$ cat config.mk
export PLATFORM = sky130hd
export DESIGN_NAME = mem_wb_stage
export DESIGN_NICKNAME = d
export VERILOG_FILES = /design/src/rtl/mem_wb_stage.sv
export SDC_FILE = /design/constraint.sdc
export NUM_CORES = 1
export LEC_CHECK = 0
export CAP_MARGIN = 20
export CORE_UTILIZATION = 40
export DETAILED_ROUTE_END_ITERATION = 12
export PLACE_DENSITY_LB_ADDON = 0.2
export SYNTH_ARGS = -nofsm -noshare
export SYNTH_HDL_FRONTEND = slang
export SYNTH_SLANG_ARGS = --single-unit
$ cat constraint.sdc
create_clock -name clk -period 2.45 [get_ports clk]
set_clock_uncertainty 0.05 [all_clocks]
set_input_delay 0.3675 -clock clk [delete_from_list [all_inputs] [get_ports clk]]
set_output_delay 0.3675 -clock clk [all_outputs]
set_load 0.05 [all_outputs]
$ cat src/rtl/mem_wb_stage.sv
// mem_wb_stage: MEM/WB pipeline register of the 5-stage core.
//
// Latches the MEM-stage result and extracts load data from the raw memory
// word (big-endian byte lanes, sign/zero extension, alignment check). It
// drives the regfile write port, owns the architectural HI/LO registers and
// exports the WB-stage write for forwarding.
//
// Ports:
//   clk, rst            clock, synchronous active-low reset
//   stall_mem, stall_wb pipeline stall controls
//   flush               squash the instruction entering WB
//   mem_*               MEM-stage result, load control and HI/LO write
//   wb_we/waddr/wdata   regfile write port (also forwarded to EX/ID)
//   wb_whilo/hi/lo      HI/LO write pending in WB
//   hi_o, lo_o          current HI/LO with the pending WB write bypassed
//   wb_misalign         load in WB was misaligned
module mem_wb_stage #(
    parameter int DW = 32,
    parameter int AW = 5
) (
    input  logic          clk,
    input  logic          rst,
    input  logic          stall_mem,
    input  logic          stall_wb,
    input  logic          flush,
    input  logic          mem_we,
    input  logic [AW-1:0] mem_waddr,
    input  logic [DW-1:0] mem_wdata,
    input  logic [2:0]    mem_ld_op,
    input  logic [1:0]    mem_addr_lo,
    input  logic [DW-1:0] mem_rdata,
    input  logic          mem_whilo,
    input  logic [DW-1:0] mem_hi,
    input  logic [DW-1:0] mem_lo,
    output logic          wb_we,
    output logic [AW-1:0] wb_waddr,
    output logic [DW-1:0] wb_wdata,
    output logic          wb_whilo,
    output logic [DW-1:0] wb_hi,
    output logic [DW-1:0] wb_lo,
    output logic [DW-1:0] hi_o,
    output logic [DW-1:0] lo_o,
    output logic          wb_misalign
);

    localparam logic [2:0] LD_LB  = 3'd1;
    localparam logic [2:0] LD_LBU = 3'd2;
    localparam logic [2:0] LD_LH  = 3'd3;
    localparam logic [2:0] LD_LHU = 3'd4;
    localparam logic [2:0] LD_LW  = 3'd5;

    logic [7:0]    ld_byte;
    logic [15:0]   ld_half;
    logic [DW-1:0] ld_data;
    logic          ld_misalign;
    logic [DW-1:0] hi_r;
    logic [DW-1:0] lo_r;
    logic          bubble;

    // Big-endian lanes: offset 0 is the most significant byte.
    always_comb begin
        ld_byte = mem_rdata[31:24];
        case (mem_addr_lo)
            2'd0:    ld_byte = mem_rdata[31:24];
            2'd1:    ld_byte = mem_rdata[23:16];
            2'd2:    ld_byte = mem_rdata[15:8];
            default: ld_byte = mem_rdata[7:0];
        endcase
        ld_half = mem_addr_lo[1] ? mem_rdata[15:0] : mem_rdata[31:16];
    end

    always_comb begin
        ld_data     = mem_wdata;
        ld_misalign = 1'b0;
        case (mem_ld_op)
            LD_LB:  ld_data = {{24{ld_byte[7]}}, ld_byte};
            LD_LBU: ld_data = {24'd0, ld_byte};
            LD_LH: begin
                ld_data     = {{16{ld_half[15]}}, ld_half};
                ld_misalign = mem_addr_lo[0];
            end
            LD_LHU: begin
                ld_data     = {16'd0, ld_half};
                ld_misalign = mem_addr_lo[0];
            end
            LD_LW: begin
                ld_data     = mem_rdata;
                ld_misalign = (mem_addr_lo != 2'd0);
            end
            default: ld_data = mem_wdata;
        endcase
        if (ld_misalign) begin
            ld_data = '0;
        end
    end

    // A stalled MEM with a free WB must not let its instruction advance twice,
    // so WB receives a bubble.
    assign bubble = flush || (stall_mem && !stall_wb);

    always_ff @(posedge clk) begin
        if (!rst) begin
            wb_we       <= 1'b0;
            wb_waddr    <= '0;
            wb_wdata    <= '0;
            wb_whilo    <= 1'b0;
            wb_hi       <= '0;
            wb_lo       <= '0;
            wb_misalign <= 1'b0;
        end else if (bubble) begin
            wb_we       <= 1'b0;
            wb_waddr    <= '0;
            wb_wdata    <= '0;
            wb_whilo    <= 1'b0;
            wb_hi       <= '0;
            wb_lo       <= '0;
            wb_misalign <= 1'b0;
        end else if (!(stall_mem && stall_wb)) begin
            // Writes to r0 are dropped but the address is kept for visibility.
            wb_we       <= mem_we && !ld_misalign && (mem_waddr != '0);
            wb_waddr    <= mem_waddr;
            wb_wdata    <= ld_data;
            wb_whilo    <= mem_whilo;
            wb_hi       <= mem_hi;
            wb_lo       <= mem_lo;
            wb_misalign <= ld_misalign;
        end
    end

    always_ff @(posedge clk) begin
        if (!rst) begin
            hi_r <= '0;
            lo_r <= '0;
        end else if (wb_whilo && !stall_wb) begin
            hi_r <= wb_hi;
            lo_r <= wb_lo;
        end
    end

    assign hi_o = wb_whilo ? wb_hi : hi_r;
    assign lo_o = wb_whilo ? wb_lo : lo_r;

endmodule

Yosys cells after proc, flatten, opt, wreduce, memory -nomap -nowiden
Cells that the tools add are included.

word-level totals
  output and inout bits = 168
  bits of input ports = 145
  bits in registers = 168
  word-level logic and storage cells = 37

operators by class
  muxes and demuxes = 7
  bitwise logic cells = 1
  equality and inequality tests = 7
  reductions and logical operators = 13

operators with widths
  cell                                                                   number
  32-bit case mux with 5 select lines                                    1
  32-bit 2-to-1 mux                                                      3
  8-bit case mux with 3 select lines                                     1
  16-bit 2-to-1 mux                                                      1
  3-bit by 2-bit equality test with 1-bit output, second input constant  2
  3-bit equality test, second input constant                             2
  1-bit logical AND                                                      5
  5-bit nonzero test                                                     1
  2-bit OR reduction                                                     2
  3-bit by 1-bit equality test with 1-bit output, second input constant  1
  2-bit by 1-bit equality test with 1-bit output, second input constant  1
  2-bit equality test, second input constant                             1
  1-bit zero test                                                        2
  2-bit zero test                                                        1
  1-bit case mux with 2 select lines                                     1
  2-bit nonzero test                                                     1
  1-bit logical OR                                                       1
  1-bit NOT                                                              1

Depth between registers and ports, before layout
Gate-level depths: netlist (run 1).

  depth after elaboration = 6
  mapped depth = 6
  gate-level depth less buffers = 4

Worst setup path before layout (run 1)
No wires, ideal clock.

  path type = register to output
  from = register wb_whilo
  to = output port hi_o[13]
  data arrival time = 1,866 ps
  data required time = 2,033 ps
  setup slack = 167 ps
  stages on the path, launching flop included = 4
  cells stage by stage = dfxtp_1 clkbuf_1 clkbuf_1 mux2_2

between the ends
  word-level cells in the longest chain between the ends = 1

ends and longest elaborated chain
  what                    line  RTL
  from (decl)             38    output logic wb_whilo,
  from (signal assigned)  123   wb_whilo <= mem_whilo;
  32-bit 2-to-1 mux       140   assign hi_o = wb_whilo ? wb_hi : hi_r;
  to (decl)               41    output logic [DW-1:0] hi_o,

Every way passes these cells.

Final worst setup path (run 1)
  from = register wb_whilo
  to = output port hi_o[20]

Same word-level chain as after synthesis.

==> run summary, run 1 <==
The number of enable-type register cells in the synthesized netlist came out at 0. Row generation in the floorplan step produced 50 rows. The clock group share of total power is 0.411.

The routed design could run at a clock period as short as 2.37 ns. The post-route setup TNS came out at 0 ns. The wire length per cell came out at 17.0 microns. Of all nets on the critical path, the largest fanout is 34. The clock passes through at most 2 buffers. The netlist uses 46 different library cells. Summed over all cells, the static leakage comes to 4.51 nW.

Setup repair after global routing left no endpoint under its margin. The fraction of final layout cells with drive strength greater than 1 is 0.157. The power per standard cell area is 574 nW/um^2. For this run, the register share of the synthesized area comes to 0.427. Of all flip-flops after synthesis, the portion carrying an async set or reset was 0. The footprint of the flip-flops and latches came out at 3360 sq um.

The post-route worst setup slack came out at 0.0789 ns. The flow ran to the end, and the final reports show no timing, DRC or antenna violations. The insertion delay of the later-clocked pin in the worst-skew pair came out at 0.42 ns. The count of hold buffers inserted by post-cts repair came out at 0. For this run the aggregate overflow at the end of global routing stands at 0.

The arrival time of data at the critical path endpoint came out at 1.95 ns. The element type at the critical path end is a primary output. The total area inside the core boundary comes to 19000 sq um. The worst setup path is launched from a flip-flop. The synthesized design contains 168 register bits. The data required time at the worst endpoint is 2.03 ns. The number of max-cap violations is 0. The biggest area consumer among synthesized cells is sky130_fd_sc_hd__dfxtp_1. The detailed-route vias per instance came out at 5.18. The worst hold path belongs to the class in2reg.

The final estimated routing congestion in global placement is 0.944. The DRC violation count after routing came out at 0. The count of buffers inserted at the top-level ports is 312. The synthesized area per cell came out at 8.34 sq um. The number of buffers created by CTS is 17.

The final-report hold violation count is 0. The post-placement worst setup slack came out at 0.0352 ns. The CTS sink count is 168. The peak clock frequency supported by timing came out at 422 MHz.

The first-pass detailed-route iteration total is 4. Once detail routing completed, the nets flagged for antenna violations numbered 0. The number of max-slew violations in the final report came out at 0. Traced cell by cell, the critical path runs through buf_12, buf_8, mux2_2, buf_4. The die is 142 microns tall. The via count of the first global-routing pass came out at 7331. The overall routing resource usage is 0.249. The first global-routing pass estimated 39500 microns of wire.

The prevailing post-synth register cell is sky130_fd_sc_hd__dfxtp_1. The leading cell type in the layout, fill and taps excluded is sky130_fd_sc_hd__nand2_1. The buffer cell driving the clock tree root is sky130_fd_sc_hd__clkbuf_16. The final count of negative-setup-slack endpoints is 0. The area added between synthesis and finish came out at 50.3%. The share of synthesized area in the top cell type comes to 0.427. The sequential cell fraction of total power came out at 0.419. The number of nets produced by synthesis is 1089. The final critical-path share of the clock period came out at 0.968.

Broken down by cell family, the worst path's largest delay share belongs to buffers and inverters. The synthesized netlist cell count is 944. After filler insertion, the fill cell instance count of the layout stands at 1678. The initial antenna violation count is 2. The initial standard-cell utilization of the core is 0.414. Clock-pin slew was measured on the worst setup and hold paths at 0.06 ns. Detailed routing inserted a total of 7770 vias. The die extent in x came out at 142 microns.

The delay of the slowest cell on the worst path came out at 0.38 ns. The total half-perimeter wirelength after legalization and detailed placement came out at 17400 microns. The Yosys step of the flow raised 0 warnings. The number of primary I/O pins came out at 313. CTS built an H-tree with a depth of 4. The die footprint came out at 20300 sq um. The worst IR drop on VDD is 0.000449 V. The buffering stage count on the worst path with inverters included is 3.

Sorting the synthesized cells by area gives the leading types as sky130_fd_sc_hd__dfxtp_1 (43%), sky130_fd_sc_hd__nand2_1 (14%), sky130_fd_sc_hd__mux2_2 (11%). At the pin with the least slew margin, the transition time is 0.611 ns. The combinational cell fraction of total power is 0.170. TritonCTS built the clock tree. Entering global routing, the biggest net connects 74 pins. The highest-delay cell along the critical path is sky130_fd_sc_hd__dfxtp_2. The library cells used most frequently in the layout, excluding fill and tap cells, are sky130_fd_sc_hd__nand2_1 (303), sky130_fd_sc_hd__clkdlybuf4s50_1 (249), sky130_fd_sc_hd__dfxtp_1 (167). The area of the mapped netlist came out at 7880 sq um.

The net count reported at finish came out at 1371. The switching power came out at 1.92 mW. The combined area of the multi-input logic cells came out at 4190 sq um. The DRC violation total after the first TritonRoute iteration is 352. The internal power is 4.86 mW. The share of total power consumed by net switching came out at 0.283. The worst setup path is of the reg2out kind.

Measured against its own limit, the worst slew margin works out to 0.589. For this block, the routed nets add up to 25500 microns of wire.
## synth_stat cells (all sizes together), types with 5 or more instances
cell type,n
o22ai,8
o31ai,33
nor2,26
dfxtp,168
mux4,8
o21ai,9
buf,24
a21oi,97
nor3,5
o21a,16
nand2,304
mux2,74
or3,7
mux2i,8
o221ai,6
a21boi,64
clkbuf,54
## cells by family (layout without fill, tap and decap cells)
| family | Yosys count | count (layout) | synth area share |
|---|---|---|---|
| compound gates | 244 | 244 | 0.202 |
| xor+xnor | 1 | 1 | 0.00111 |
| buf+inv | 82 | 377 | 0.0445 |
| other cells | 0 | 2 | 0 |
| flops | 168 | 168 | 0.427 |
| mux | 90 | 90 | 0.142 |
| simple gates | 359 | 359 | 0.184 |
## power groups by stage
stage | clock (mW) | sequential (mW) | combinational (mW)
2_1_floorplan | 0 | 3.11 | 0.415
3_3_place_gp | 0 | 2.91 | 1.15
3_5_place_dp | 0 | 2.91 | 1.15
4_1_cts | 2.84 | 2.85 | 1.15
5_1_grt | 2.96 | 2.85 | 1.22
6_report | 2.79 | 2.85 | 1.15
## layer usage
| metal | share of wire | routed length, microns | global-route usage | up-vias |
|---|---|---|---|---|
| met5 | 0 | 0 | 0 | - |
| met4 | 0.024 | 625 | 0.0922 | 0 |
| met3 | 0.074 | 1880 | 0.0693 | 38 |
| met2 | 0.48 | 12300 | 0.414 | 249 |
| met1 | 0.42 | 10700 | 0.307 | 3673 |
| li1 | - | - | - | 3810 |
## sequential cells by signal, indices dropped and copies added (netlist names)
| name | count |
|---|---|
| wb_hi | 32 |
| wb_misalign | 1 |
| wb_wdata | 32 |
| lo_r | 32 |
| wb_waddr | 5 |
| wb_lo | 32 |
| wb_we | 1 |
| hi_r | 32 |
| wb_whilo | 1 |
## final cells by class
class	instances	share of cell area
clock buffer	18	0.0363
sequential	168	0.284
multi-input combinational	694	0.354
tap	260	0.0275
timing repair buffer	341	0.281
antenna	2	0.000423
clock inverter	14	0.0161
inverter	4	0.00127
## path summary, 6_finish.rpt
check / start / endpoint / slack, ns / cells past startpoint
setup reg to reg: wb_whilo$_SDFFE_PP0N_ / hi_r[3]$_SDFFE_PN0P_ / 0.88 / 5
hold reg to reg: wb_waddr[2]$_SDFFE_PP0N_ / wb_waddr[2]$_SDFFE_PP0N_ / 0.40 / 2
setup / recovery: wb_whilo$_SDFFE_PP0N_ / hi_o[20] / 0.08 / 4
hold / removal: rst / lo_r[0]$_SDFFE_PN0P_ / 0.20 / 2
## what timing repair did
| item | CTS | global route |
|---|---|---|
| buffers inserted | 0 | 0 |
| endpoints found under the hold margin | 0 | 0 |
| resized for setup | 17 | 1 |
| pin swaps | 0 | 0 |
| setup endpoints to repair | 50 | 34 |
| cloned | 0 | 0 |
## per-stage QoR
stage	cell area, sq um	power [mW]	utilization	hold WS, ns	instances
final	11800	6.79	0.622	0.198	1501
after floorplan	7880	3.52	-	0.391	944
after detailed placement	11200	4.06	0.590	0.388	1467
after global routing	11800	7.03	0.622	0.190	1501
after global placement	11200	4.05	0.590	0.384	1467
after CTS	11800	6.84	0.622	0.186	1499
Note: power is estimated with default switching activity, not from simulation.
==> run 2, diff against run 1 <==
- ABC_AREA: not set -> 1
- CORE_MARGIN: not set -> 2
- SETUP_SLACK_MARGIN: not set -> 0.02
==> run summary, run 2 <==
The number of levels the H-tree was split into is 4. After synthesis, the most frequently instantiated cells are sky130_fd_sc_hd__nor2_1 (260), sky130_fd_sc_hd__nand2_1 (228), sky130_fd_sc_hd__o21ai_0 (211). The clock passes through at most 2 buffers.

The initial standard-cell utilization of the core came out at 0.407. The top-area cell type share of the netlist area is 0.409. The wire length per cell is 14.7 microns. After detailed routing, the number of remaining DRC violations is 0.

In this run the horizontal extent of the chip is 147 microns. The total half-perimeter wirelength after legalization and detailed placement came out at 18700 microns. In this run the tightest slew margin relative to its limit is 0.557. The clock transition time at the flip-flop clock pins of the worst setup and hold paths came out at 0.07 ns. The critical path launch point type is a flip-flop. The final-report hold violation count came out at 0. The count of hold buffers inserted by post-cts repair came out at 0. Derived from the worst setup path, the maximum achievable clock frequency is 431 MHz.

The wire length of the first global-routing pass is 43200 microns. The number of buffers created by CTS is 17. Setup slack on the critical path of the routed design comes to 0.132 ns. The number of max-slew violations in the final report is 0. The buffer cell driving the clock tree root is sky130_fd_sc_hd__clkbuf_16. The overall via count from detail_route is 8864. Setup repair after global routing left no endpoint under its margin. The slew at the pin with the worst max-slew slack is 0.665 ns. Counting flops with an async set or reset pin after synthesis yields a share of 0. The number of max-cap violations is 0. For this run, the register share of the synthesized area comes to 0.409. Leaving out fill and tap cells, the most frequent cell in the layout is sky130_fd_sc_hd__nor2_1. The residual antenna-violating net count after detailed routing came out at 0.

The delay of the slowest cell on the worst path came out at 0.88 ns. The initial antenna violation count is 1. The area added between synthesis and finish came out at 47.7%.

The final period demand of the worst path is 2.32 ns. The run finished with clean final reports. Pin placement for this block handled 313 I/O pins. For this design, the sink count on the clock tree is 168. In the final design database the tool counted 1702 nets. The detailed router finished its first iteration with 553 violations. TritonCTS built the clock tree. The power per standard cell area is 595 nW/um^2. In the final layout, the share of cells above drive strength 1 is 0.0898. By instance count, the leading cell after synthesis is sky130_fd_sc_hd__nor2_1.

IR analysis of the VDD net gives a maximum drop of 0.000439 V. The unique cell type count in the Yosys netlist is 24. The routed design has 27100 microns of wire. The non-filler instance count after layout came out at 1841. Data arrives at the worst endpoint at 1.90 ns. The area of the mapped netlist is 8220 sq um. Walking the worst path, the cells encountered are clkdlybuf4s50_1. The worst hold path belongs to the class in2reg.

The leakage power figure is 5.47 nW. After synthesis, the cell types taking the most area are sky130_fd_sc_hd__dfxtp_1 (41%), sky130_fd_sc_hd__o21ai_0 (13%), sky130_fd_sc_hd__nor2_1 (12%). The data required time at the worst endpoint is 2.03 ns.

The slowest stage of the critical path belongs to the cell sky130_fd_sc_hd__clkdlybuf4s50_1. The via count of the first global-routing pass is 8113. The synthesis-stage register bit count came out at 168. The floorplan step defined a core boundary enclosing 20200 sq um. The synthesized area per cell came out at 6.37 sq um. The count of buffers inserted at the top-level ports came out at 312. The final count of negative-setup-slack endpoints came out at 0. The later pin in the worst-skew pair is clocked with a latency of 0.43 ns. The die height came out at 147 microns. The element type at the critical path end is a primary output. The standard cell area after detailed placement came out at 11500 sq um.

In the layout the commonest cells are sky130_fd_sc_hd__nor2_1 (260), sky130_fd_sc_hd__clkdlybuf4s50_1 (247), sky130_fd_sc_hd__nand2_1 (226). The total overflow reported by the global router came out at 0. The overall routing resource usage is 0.248. The path type of the worst setup path is reg2out. The maximum fanout count along the critical path came out at 38. The count of standard-cell rows is 52. The count of instances resized after the clock tree is built is 6. The final instance area is 12100 sq um.

The final estimated routing congestion in global placement is 0.970. Of the available clock period, the critical path in the final layout requires 0.946. In the synthesized netlist the dominant register cell turns out to be sky130_fd_sc_hd__dfxtp_1. The gate family responsible for the most delay along the worst path is buffers and inverters. Entering global routing, the biggest net connects 129 pins.

Yosys printed 0 warnings. The number of nets produced by synthesis came out at 1434. The number of enable-type register cells in the synthesized netlist is 0. Adding up every negative setup slack in the final design gives 0 ns.

The detailed-route vias per instance came out at 4.81. The biggest area consumer among synthesized cells is sky130_fd_sc_hd__dfxtp_1. Once placement completed, the tool counted placed cells totaling 1808. Buffers added to address setup during post-CTS repair amount to 0. The die footprint came out at 21700 sq um. The synthesized netlist cell count is 1289. The first-pass detailed-route iteration total is 5. Timing analysis after detailed placement gives a worst setup slack of 0.116 ns. The buffering stage count on the worst path with inverters included came out at 1. The worst hold-check slack came out at 0.342 ns.
==> run 2: cell count changes after synthesis, moves of 8 or more <==
cell,delta
sky130_fd_sc_hd__o22ai_1,-8
sky130_fd_sc_hd__mux2_2,-74
sky130_fd_sc_hd__o21ai_0,+203
sky130_fd_sc_hd__nand3_1,+30
sky130_fd_sc_hd__nand2_1,-76
sky130_fd_sc_hd__a21boi_0,-64
sky130_fd_sc_hd__nor2_1,+235
sky130_fd_sc_hd__o31ai_1,-33
sky130_fd_sc_hd__inv_1,+167
sky130_fd_sc_hd__o21a_1,-15
sky130_fd_sc_hd__mux2i_1,-8
sky130_fd_sc_hd__nor2_2,+9
sky130_fd_sc_hd__buf_2,+13
==> run 2: where the power goes <==
part	internal, mW	total [mW]	switching [mW]
Combinational	0.598	1.57	0.968
Sequential	2.83	2.90	0.0697
Clock	1.49	2.76	1.26
Total	4.93	7.22	2.30
==> run 2: stage by stage <==
stage / utilization / power [mW]
final: 0.602 / 7.22
after global routing: 0.602 / 7.55
after CTS: 0.602 / 7.29
after detailed placement: 0.571 / 4.53
after global placement: 0.571 / 4.52
after floorplan: - / 3.88
==> run 2: layout make-up <==
type	count	area [sq um]
antenna	1	2.50
clock buffer	18	439
clock inverter	14	178
fill	1917	8030
inverter	172	648
multi-input combinational	863	3790
sequential	168	3370
tap	270	338
timing repair buffer	335	3380
==> run 2: routing by layer <==
layer  wire, microns  global-route usage  vias up  share of wire
li1                -                   -     4540              -
met1           11500               0.322     3965           0.43
met4             688              0.0875        0          0.025
met5               0                   0        -              0
met2           12600               0.402      319           0.47
met3            2230              0.0646       40          0.083
==> run 2: cells by family (layout without fill, tap and decap cells) <==
| kind of cell | count (synthesis) | after routing | share of synthesized area |
|---|---|---|---|
| other | 0 | 1 | 0 |
| and+or+nand+nor | 548 | 548 | 0.267 |
| buffers and inverters | 258 | 539 | 0.131 |
| DFF | 168 | 168 | 0.409 |
| AOI/OAI and AO/OA | 315 | 315 | 0.193 |
==> run 2: final timing paths <==
check,start,to,slack [ns],depth (start not counted)
worst max register to register,wb_whilo$_SDFFE_PP0N_,hi_r[16]$_SDFFE_PN0P_,0.64,5
worst min-delay path,rst,wb_misalign$_SDFFE_PP0N_,0.34,5
worst min register to register,lo_r[29]$_SDFFE_PN0P_,lo_r[29]$_SDFFE_PN0P_,0.40,2
worst max-delay path,wb_whilo$_SDFFE_PP0N_,wb_whilo,0.13,1
==> run 3, diff against run 2 <==
- clock period: 2.45 -> 2.4 ns (I/O delays scaled with it)
==> run summary, run 3 (same netlist as run 2, synthesis figures left out) <==
The sequential cell fraction of total power came out at 0.397. Together, buffers and inverters on the worst path number 1. The post-placement worst setup slack came out at 0.156 ns. The number of max-slew violations in the final report is 0. The share of total power consumed by net switching is 0.322. Gates resized during post-CTS repair numbered 0. The total power after layout came out at 7.47 mW. The number of max-cap violations came out at 0. The die footprint is 21700 sq um. The count of hold buffers inserted by post-cts repair came out at 0.

The path type of the worst setup path is reg2out. The tightest min-delay check is of the in2reg type. The delay of the slowest cell on the worst path came out at 0.87 ns. The final count of negative-setup-slack endpoints came out at 0. In the final routed layout, each cell accounts on average for 14.9 microns. The maximum number of pins on one net before global-route repair is 75.

The residual antenna-violating net count after detailed routing is 0. The arrival time of data at the critical path endpoint is 1.92 ns. The internal power is 5.06 mW. The via count of the first global-routing pass was 8397. The combinational cell fraction of total power is 0.221. The run finished with clean final reports. The initial standard-cell utilization of the core came out at 0.407. The critical path launch point type is a flip-flop. From left edge to right edge, the die measures 147 microns. The total setup buffers inserted after CTS came out at 0.

The source of the worst hold timing path is rst. The final critical-path share of the clock period is 0.972. In this run the worst setup path begins at wb_whilo$_SDFFE_PP0N_. The DRC violation total after the first TritonRoute iteration is 492.

The first-pass detailed-route iteration total is 5. The worst pin sits at a relative slew slack of 0.487. The startpoint identified for the worst register-to-register timing path is wb_whilo$_SDFFE_PP0N_. The clock transition time at the flip-flop clock pins of the worst setup and hold paths is 0.07 ns.

The final period demand of the worst path is 2.33 ns. In this run the deepest clock path goes through 2 buffers. Dividing total power by cell area gives a power density of 599 nW/um^2. The detailed-route vias per instance is 4.85. The number of primary I/O pins is 313. The gate family responsible for the most delay along the worst path is buffers and inverters.

The placeable core region came out at 20200 sq um. The area growth from synthesis to layout is 51.9%. The count of buffers inserted at the top-level ports came out at 312.

The insertion delay of the later-clocked pin in the worst-skew pair came out at 0.42 ns. The worst setup path is captured at a primary output. The leakage power figure came out at 5.55 nW.

Of the total power, the clock network draws 0.382. Setup repair after global routing left no endpoint under its margin. The fraction of final layout cells with drive strength greater than 1 is 0.0953. The DRC violation count after routing is 0. On the critical path, the stage with the largest delay is an instance of sky130_fd_sc_hd__clkdlybuf4s50_1. The initial antenna violation count is 2. The number of buffers created by CTS came out at 17. The initialized floorplan defines 52 standard-cell rows. The CTS sink count is 168. The number of levels the H-tree was split into is 4. The wire length of the first global-routing pass is 43500 microns. The overall via count from detail_route came out at 8953.

The number of stages on the worst setup path is 3. The worst hold path was traced through 5 stages. The maximum fanout count along the critical path came out at 14. The slew at the pin with the worst max-slew slack is 0.769 ns. At the end of routability-driven placement, the weighted congestion stood at 0.925. The overall routing resource usage came out at 0.249. The data required time at the worst endpoint came out at 1.99 ns. The CTS tree is yes. Setup slack closes at 0.0663 ns. The net count reported at finish came out at 1706.

The detailed-route wire length came out at 27400 microns. The switching power is 2.41 mW. The library cells used most frequently in the layout, excluding fill and tap cells, are sky130_fd_sc_hd__nor2_1 (260), sky130_fd_sc_hd__clkdlybuf4s50_1 (248), sky130_fd_sc_hd__nand2_1 (226). The die height is 147 microns. The final-report hold violation count is 0. The depth of the worst register-to-register path came out at 5. The worst IR drop on VDD came out at 0.000543 V. The buffer cell driving the clock tree root is sky130_fd_sc_hd__clkbuf_16. The total overflow reported by the global router is 0. The library cell used most frequently in the layout, excluding fill and tap cells, is sky130_fd_sc_hd__nor2_1. Static timing analysis puts the maximum clock frequency at 429 MHz. Detailed placement finished with a half-perimeter wire length of 19400 microns. The critical path goes through nand2_1, o21ai_1, clkdlybuf4s50_1.

Across all register-to-register paths, the minimum setup slack is 0.47 ns.
## run 3: layout make-up
type                    instances  area (sq um)
fillers                      1893          7690
multi-input cells             863          3790
repair buffers                339          3700
flip-flops and latches        168          3370
inverters                     172           648
clock buffers                  17           425
well taps                     270           338
clock inverters                15           201
diodes                          2          5.00
## run 3: worst paths after layout
kind / to
worst max-delay path: hi_o[31]
worst min-delay path: wb_misalign$_SDFFE_PP0N_
worst max register to register: lo_r[24]$_SDFFE_PN0P_
worst min register to register: lo_r[4]$_SDFFE_PN0P_
## run 3: metrics by stage
step / cells / setup TNS (ns) / hold WS (ns) / area, sq um / utilization
4_1_cts: 1844 / 0 / 0.339 / 12500 / 0.618
5_1_grt: 1846 / 0 / 0.373 / 12500 / 0.619
2_1_floorplan: 1289 / -0.804 / 0.374 / 8220 / -
3_5_place_dp: 1812 / 0 / 0.391 / 11800 / 0.587
3_3_place_gp: 1812 / 0 / 0.385 / 11800 / 0.587
6_report: 1846 / 0 / 0.341 / 12500 / 0.619
## run 3: layer usage
metal,global-route usage,part of all wire,vias up
li1,-,-,4554
met1,0.305,0.41,4024
met2,0.416,0.48,323
met3,0.0646,0.078,52
met4,0.109,0.032,0
met5,0,0,-
## run 3: power groups by stage
| stage | logic [mW] | clock network [mW] | registers [mW] |
|---|---|---|---|
| detailed placement | 1.65 | 0 | 3.03 |
| global route | 1.78 | 3.01 | 2.97 |
| global placement | 1.64 | 0 | 3.02 |
| CTS | 1.66 | 2.90 | 2.96 |
| finish | 1.65 | 2.86 | 2.96 |
| floorplan | 0.710 | 0 | 3.26 |
## run 3: worst reg2reg max path, delay by kind of cell, from the launching register on
kind                   cells  cell delay, ns
AO/OA/AOI/OAI              2            0.26
flip-flops                 1            0.45
AND/OR/NAND/NOR            1            0.34
buffers and inverters      2            0.72
